**config.mk**
```make
export PLATFORM = sky130hd
export DESIGN_NAME = muldiv_unit
export DESIGN_NICKNAME = d
export VERILOG_FILES = /design/src/rtl/muldiv_unit.sv
export SDC_FILE = /design/constraint.sdc
export NUM_CORES = 1
export LEC_CHECK = 0
export ABC_AREA = 1
export ABC_CLOCK_PERIOD_IN_PS = 2800
export BUFFER_PORTS_ARGS = -buffer_cell sky130_fd_sc_hd__buf_2
export CAP_MARGIN = 20
export CELL_PAD_IN_SITES_DETAIL_PLACEMENT = 1
export CELL_PAD_IN_SITES_GLOBAL_PLACEMENT = 2
export CORE_MARGIN = 4
export CORE_UTILIZATION = 34
export DETAILED_ROUTE_END_ITERATION = 8
export HOLD_SLACK_MARGIN = 0.12
export PLACE_DENSITY_LB_ADDON = 0.1
export SLEW_MARGIN = 25
export SYNTH_ARGS = -nofsm -noshare
export SYNTH_HDL_FRONTEND = slang
export SYNTH_SLANG_ARGS = --single-unit
```
**constraint.sdc**
```tcl
create_clock -name clk -period 2.8 [get_ports clk]
set_clock_uncertainty 0.15 [all_clocks]
set_input_delay 0.56 -clock clk [delete_from_list [all_inputs] [get_ports clk]]
set_output_delay 0.56 -clock clk [all_outputs]
set_load 0.05 [all_outputs]
```
**src/rtl/muldiv_unit.sv**
```systemverilog
// Iterative MIPS multiply/divide unit with HI/LO registers.
// Shift-add multiply, restoring divide, single-cycle MTHI/MTLO.
module muldiv_unit #(
  parameter int WORD_SIZE = 32
) (
  input  logic                 clk,
  input  logic                 rst_n,
  input  logic                 start,
  input  logic [2:0]           op,
  input  logic [WORD_SIZE-1:0] s_data,
  input  logic [WORD_SIZE-1:0] t_data,
  output logic                 busy,
  output logic [WORD_SIZE-1:0] hi,
  output logic [WORD_SIZE-1:0] lo
);

  localparam int W  = WORD_SIZE;
  localparam int CW = $clog2(W);

  localparam logic [2:0] OP_MULT  = 3'd0;
  localparam logic [2:0] OP_MULTU = 3'd1;
  localparam logic [2:0] OP_DIV   = 3'd2;
  localparam logic [2:0] OP_DIVU  = 3'd3;
  localparam logic [2:0] OP_MTHI  = 3'd4;
  localparam logic [2:0] OP_MTLO  = 3'd5;

  typedef enum logic [1:0] {
    IDLE,
    MUL,
    DIV,
    FIX
  } state_t;

  state_t state;
  state_t state_nx;

  logic [CW-1:0]  cnt;
  logic           neg_q;
  logic           rneg_q;
  logic           div_q;
  logic           dz_q;
  logic [W-1:0]   b_q;
  logic [W-1:0]   s_raw;
  logic [W-1:0]   quo;
  logic [W:0]     rem;
  logic [2*W-1:0] acc;

  logic         is_mul;
  logic         is_div;
  logic         is_mthi;
  logic         is_mtlo;
  logic         sgn_op;
  logic         idle;
  logic [W-1:0] s_mag;
  logic [W-1:0] t_mag;

  logic [W:0]     mul_sum;
  logic [W+1:0]   div_sh;
  logic [W+1:0]   div_diff;
  logic [2*W-1:0] prod_fix;
  logic [W-1:0]   quo_fix;
  logic [W-1:0]   rem_fix;

  assign idle = (state == IDLE);
  assign busy = ~idle;

  always_comb begin
    is_mul  = 1'b0;
    is_div  = 1'b0;
    is_mthi = 1'b0;
    is_mtlo = 1'b0;
    sgn_op  = 1'b0;
    case (op)
      OP_MULT: begin
        is_mul = 1'b1;
        sgn_op = 1'b1;
      end
      OP_MULTU: is_mul = 1'b1;
      OP_DIV: begin
        is_div = 1'b1;
        sgn_op = 1'b1;
      end
      OP_DIVU: is_div  = 1'b1;
      OP_MTHI: is_mthi = 1'b1;
      OP_MTLO: is_mtlo = 1'b1;
      default: ;
    endcase
  end

  assign s_mag = (sgn_op && s_data[W-1]) ? -s_data : s_data;
  assign t_mag = (sgn_op && t_data[W-1]) ? -t_data : t_data;

  always_ff @(posedge clk or negedge rst_n) begin
    if (!rst_n) begin
      state <= IDLE;
    end else begin
      state <= state_nx;
    end
  end

  always_comb begin
    state_nx = state;
    case (state)
      IDLE: begin
        if (start && is_mul) begin
          state_nx = MUL;
        end else if (start && is_div) begin
          state_nx = DIV;
        end
      end
      MUL, DIV: begin
        if (cnt == '0) begin
          state_nx = FIX;
        end
      end
      FIX:     state_nx = IDLE;
      default: state_nx = IDLE;
    endcase
  end

  // Shift-add: add multiplicand into the upper half when the low bit is set.
  assign mul_sum = {1'b0, acc[2*W-1:W]} + {1'b0, b_q};

  // Restoring step; a borrow in the top bit means the trial subtract fails.
  assign div_sh   = {rem, quo[W-1]};
  assign div_diff = div_sh - {2'b00, b_q};

  assign prod_fix = neg_q ? -acc : acc;
  assign quo_fix  = neg_q ? -quo : quo;
  assign rem_fix  = rneg_q ? -rem[W-1:0] : rem[W-1:0];

  always_ff @(posedge clk or negedge rst_n) begin
    if (!rst_n) begin
      cnt    <= '0;
      neg_q  <= 1'b0;
      rneg_q <= 1'b0;
      div_q  <= 1'b0;
      dz_q   <= 1'b0;
      b_q    <= '0;
      s_raw  <= '0;
      quo    <= '0;
      rem    <= '0;
      acc    <= '0;
      hi     <= '0;
      lo     <= '0;
    end else begin
      case (state)
        IDLE: begin
          if (start && (is_mul || is_div)) begin
            neg_q  <= sgn_op & (s_data[W-1] ^ t_data[W-1]);
            rneg_q <= sgn_op & s_data[W-1];
            div_q  <= is_div;
            dz_q   <= (t_data == '0);
            s_raw  <= s_data;
            b_q    <= is_mul ? s_mag : t_mag;
            acc    <= {{W{1'b0}}, t_mag};
            quo    <= s_mag;
            rem    <= '0;
            cnt    <= CW'(W - 1);
          end
          if (start && is_mthi) begin
            hi <= s_data;
          end
          if (start && is_mtlo) begin
            lo <= s_data;
          end
        end
        MUL: begin
          if (acc[0]) begin
            acc <= {mul_sum, acc[W-1:1]};
          end else begin
            acc <= {1'b0, acc[2*W-1:1]};
          end
          if (cnt != '0) begin
            cnt <= cnt - 1'b1;
          end
        end
        DIV: begin
          if (div_diff[W+1]) begin
            rem <= div_sh[W:0];
            quo <= {quo[W-2:0], 1'b0};
          end else begin
            rem <= div_diff[W:0];
            quo <= {quo[W-2:0], 1'b1};
          end
          if (cnt != '0) begin
            cnt <= cnt - 1'b1;
          end
        end
        FIX: begin
          if (!div_q) begin
            hi <= prod_fix[2*W-1:W];
            lo <= prod_fix[W-1:0];
          end else if (dz_q) begin
            hi <= s_raw;
            lo <= {W{1'b1}};
          end else begin
            hi <= rem_fix;
            lo <= quo_fix;
          end
        end
        default: ;
      endcase
    end
  end

endmodule

```
# Yosys cells after proc, flatten, opt, wreduce, memory -nomap -nowiden
# Cells that the tools add are included.
# word_totals
ff_bits	268
inputBits	70
output_inout_bits	65
wordCells	102
# classes
n_addsub	8
n_eq_ne	14
mux	35
n_bitwise	4
reduce_logical	28
# op_table
op	count
32-bit two-way mux	12
64-bit two-way mux	3
32-bit case mux with 2 select lines	3
32-bit negator	4
64-bit case mux with 2 select lines	1
33-bit two-way mux	2
33-bit case mux with 2 select lines	1
64-bit negator	1
34-bit by 32-bit subtractor with 34-bit output	1
32-bit by 32-bit adder with 33-bit output	1
32-bit zero test	1
2-bit AND reduction	6
5-bit two-way mux	2
2-bit by 1-bit inequality test with 1-bit output (second input constant)	5
5-bit case mux with 2 select lines	1
2-bit nonzero test	4
2-bit OR reduction	4
1-bit logical AND	7
3-bit by 2-bit equality test with 1-bit output (second input constant)	2
3-bit equality test (second input constant)	2
1-bit two-way mux	6
2-bit two-way mux	3
2-bit case mux with 3 select lines	1
5-bit zero test	1
other kinds (13)	15

# Longest topological paths before layout
# logic_depth
depth_word	7
depth_mapped	18
mapped_depth_nobuf	17

# Least setup slack after synthesis
# No wires, ideal clock.
# synth_timing
path_type	flip-flop to flip-flop
startpoint	register acc[0]
endpoint	register hi[24]
setup_time_ps	77
arrival_ps	2060
t_required_ps	2573
setup_slack_ps	513
path_stages_with_launch	17
path_buffers	2
period_less_slack_ps	2287
cell_sequence	dfrtp_1 buf_2 inv_2 clkbuf_1 ha_1 nand2_2 nor2_4 nand2_4 nor2_4 nand3_2 nand2_1 nand2_1 nand2_1 nand3_1 nand2_1 nand2_1 a21oi_1
# synth_between
elab_chain_cells	4
# synth_lines
item	line	source
start: declaration	46	logic [2*W-1:0] acc;
start signal: assignment	156	acc <= {{W{1'b0}}, t_mag};
start signal: assignment	170	acc <= {mul_sum, acc[W-1:1]};
start signal: assignment	172	acc <= {1'b0, acc[2*W-1:1]};
64-bit negator	128	assign prod_fix = neg_q ? -acc : acc;
64-bit two-way mux	128	
32-bit two-way mux	191	if (!div_q) begin
32-bit case mux with 2 select lines	147	case (state)
end signal: assignment	192	hi <= prod_fix[2*W-1:W];
end signal: assignment	195	hi <= s_raw;
end signal: assignment	198	hi <= rem_fix;
end: declaration	13	output logic [WORD_SIZE-1:0] hi,
# Every way passes these cells.
# A chain may end at the register's enable or synchronous reset.

# Worst setup path in the final report
# layout_timing
startpoint	register acc[0]
endpoint	register hi[10]
# Same word-level chain as after synthesis.

==> out/metrics.cfg <==
[power]
internal_power_uw = 17300
seqPwrFrac_pct = 18.9
power.leakage_uw = 0.0135
swShare_pct = 58.3
ir_worst_vdd_v = 0.000496
clkPwrFrac_pct = 11.7
power.density_nw_per_um2 = 1490
switchingPower_uw = 24200
combPwrFrac_pct = 69.4
total_power_uw = 41400

[setup_path]
r2r_start = acc[0]
timing.rr.end = hi[10]
rrSetupSlack_ns = 0.04
crit_end = hi[10]
end_kind = flip-flop
cp.arrival_ns = 3.10
critical_path.max_fanout = 6
cp-startpoint = acc[0]
crit_required_ns = 3.14
ff2ff_path_depth = 12
path_class = flip-flop to flip-flop
start_kind = flip-flop

[grt]
grt_pass1_wl_um = 187000
grt_pass1_vias = 27831
grt_max_degree = 88
track_usage_pct = 35.2
antenna_found_initial = 6
grt_overflow = 0

[synthesis]
yosysWarnings = 0
ys_top_cells_by_area = dfrtp_1 (29%), nand2_1 (17%), nor2_1 (8.8%), o21ai_0 (7.3%), nand3_1 (7.2%)
ys_seq_area_share_pct = 29.2
yosys_most_used_dff = dfrtp_1
ys_async_sr_fraction_pct = 100
yosysTopAreaCellShare_pct = 29.2
ys_types = 52
yosysTopAreaCell = dfrtp_1
synth_fp_nets = 3897
synth_edf_count = 0
syn_area_um2 = 23000
ys_ff_latch = 268
synth_cells = 3749
syn_avg_cell_area_um2 = 6.14

[floorplanning]
core_region_area_um2 = 67200
num_io_pins = 135
die_y_um = 268
rows = 95
die_width_um = 268
initial_core_util_pct = 34.3
die_area_um2 = 71900

[sta]
whs_ns = 0.203
period_needed_ns = 2.76
relSlewSlack_pct = 42.3
min_period_over_period_pct = 98.7
worst_pin_slew_ns = 0.866
hold_violations = 0
setup_viol = 0
fin_tns_setup_ns = 0
drv_slew = 0
max_freq_mhz = 362
rsz0062_at_grt = true

[run]
maxCapViolCount = 0

[clock_network]
cts_tree = done
cts_setup_buffers = 0
clkLatencyLatePin_ns = 0.57
clock-root-buffer = clkbuf_16
path_clk_slew_ns = 0.06
cts_buffers = 36
cts-htree-levels = 2
cts.sinks = 268
clock_path_buffers = 3

[drt]
drt_first_pass_iters = 6
wire_per_inst_um = 26.2
drc = 0
avgViaCountPerCell = 5.66
drtAntennaViolNets = 0
drt-total-wl_um = 130000
vias = 28031
drt_iter0_markers = 2620

[placed_design]
place.gp.congestion = 1.00
hpwl_um = 106000
dp_cells = 4883
io_buffers = 134

[finish]
areaGrowthSynthToFinish_pct = 20.7
stdcell_count = 4951
fillers = 8929
utilization_pct = 41.4
layout.nets = 4197
drive_gt1_share_pct = 13.5

[outcome]
outcome = finished, final reports clean

[hold_path]
hold_path_class = input pin to flip-flop

-- cells in the mapped netlist, types with 7 or more instances --
library cell / instances
nand2_1: 1057
nor2_1: 540
inv_1: 349
o21ai_0: 337
nand3_1: 329
a21oi_1: 283
dfrtp_1: 268
clkbuf_1: 97
ha_1: 76
xor2_1: 69
o211ai_1: 45
nand4_1: 34
nor3_1: 31
buf_2: 24
o22ai_1: 23
xnor2_1: 22
nand3b_1: 14
o21ai_1: 14
a31oi_1: 11
nand2_2: 11
nor2_2: 11
buf_1: 10
inv_2: 8
o21a_1: 8
o21bai_1: 8
a21o_1: 7
-- cell type report --
class                   count  area (µm²)  share of cell area [%]
diodes                      4        10.0                  0.0360
clock buffers              55        1090                    3.94
clock inverters             8         105                   0.378
inverters                 363        1370                    4.92
multi-input cells        2980       14500                    52.3
flip-flops and latches    268        6720                    24.2
well taps                 873        1090                    3.93
repair buffers            400        2860                    10.3
-- state kept, by name, summed over array words and instances (netlist names) --
signal and cells:
rneg_q 1, neg_q 1, acc 64, quo 32, lo 32, div_q 1, b_q 32, hi 32
s_raw 32, dz_q 1, state 2, cnt 5, rem 33
-- stage by stage --
stage,setup slack [ns],instance area [µm²]
5_1_grt,-0.00896,27800
3_3_place_gp,-0.199,26400
6_report,0.0374,27800
2_1_floorplan,0.513,23000
3_5_place_dp,-0.219,26400
4_1_cts,0.00961,27600
-- power by group through the flow --
| stage | logic, µW | registers [µW] | clock network (µW) |
|---|---|---|---|
| after global routing | 31000 | 7970 | 5050 |
| after detailed placement | 27900 | 7760 | 0 |
| after CTS | 28100 | 7720 | 4900 |
| after floorplan | 15200 | 8510 | 0 |
| after global placement | 27400 | 7680 | 0 |
| final | 28800 | 7810 | 4860 |
-- how the worst min path moves through the flow --
stage                   end  slack [ns]       start  depth (start not counted)
floorplan            acc[0]        0.11       rst_n                          0
global placement    acc[63]        0.30       rst_n                          1
detailed placement  acc[63]        0.30       rst_n                          1
CTS                    dz_q        0.18  t_data[30]                          4
global route          hi[1]        0.21   s_data[1]                          3
finish                 dz_q        0.20  t_data[30]                          4
-- cell families after synthesis --
| kind of cell | share of synthesized area, % |
|---|---|
| xor gates and xnor gates | 3.46 |
| DFF | 29.2 |
| and+or+nand+nor | 37.0 |
| buffers and inverters | 8.47 |
| AOI/OAI and AO/OA | 17.6 |
| adders and majority gates | 4.31 |
-- critical path, stage by stage (launching register included) --
cell,delay (ns)
dfrtp_1,0.39
inv_2,0.11
ha_1,0.20
nand2_2,0.11
nor2_4,0.26
nand2_1,0.11
nor2_1,0.34
nand4_1,0.27
nand3_1,0.14
nand3_1,0.08
nand2_1,0.29
nand2_1,0.10
a21oi_1,0.14
-- repair_timing --
item                                    4_1_cts  5_1_grt
hold buffers                                  1        0
hold endpoints to repair                    174        0
resized for setup                             4       42
endpoints found under the setup margin        8       56
-- layout by cell type, fill, tap and decap left out, drive strengths merged, types with 3 or more instances in the layout --
| cell type | n |
|---|---|
| a21oi | 287 |
| or2 | 9 |
| xnor2 | 22 |
| o22ai | 23 |
| a21o | 7 |
| nand3 | 333 |
| nor2 | 556 |
| o221ai | 3 |
| inv | 357 |
| buf | 399 |
| diode | 4 |
| nand4 | 35 |
| o211ai | 45 |
| ha | 76 |
| a31oi | 11 |
| nor3 | 32 |
| nor4 | 4 |
| nand2 | 1071 |
| o21ai | 354 |
| clkinv | 12 |
| dfrtp | 268 |
| xor2 | 69 |
| clkbuf | 55 |
| o21bai | 8 |
| nand3b | 14 |
| o21a | 8 |
-- per-layer routing --
metal | routed length (µm) | track usage, % | vias to the layer above
met3 | 9380 | 5.34 | 179
met4 | 5600 | 13.0 | 6
met5 | 36 | 0 | -
met1 | 58600 | 50.6 | 14000
li1 | - | - | 12859
met2 | 56000 | 53.4 | 987
(Power assumes the default switching activity.)
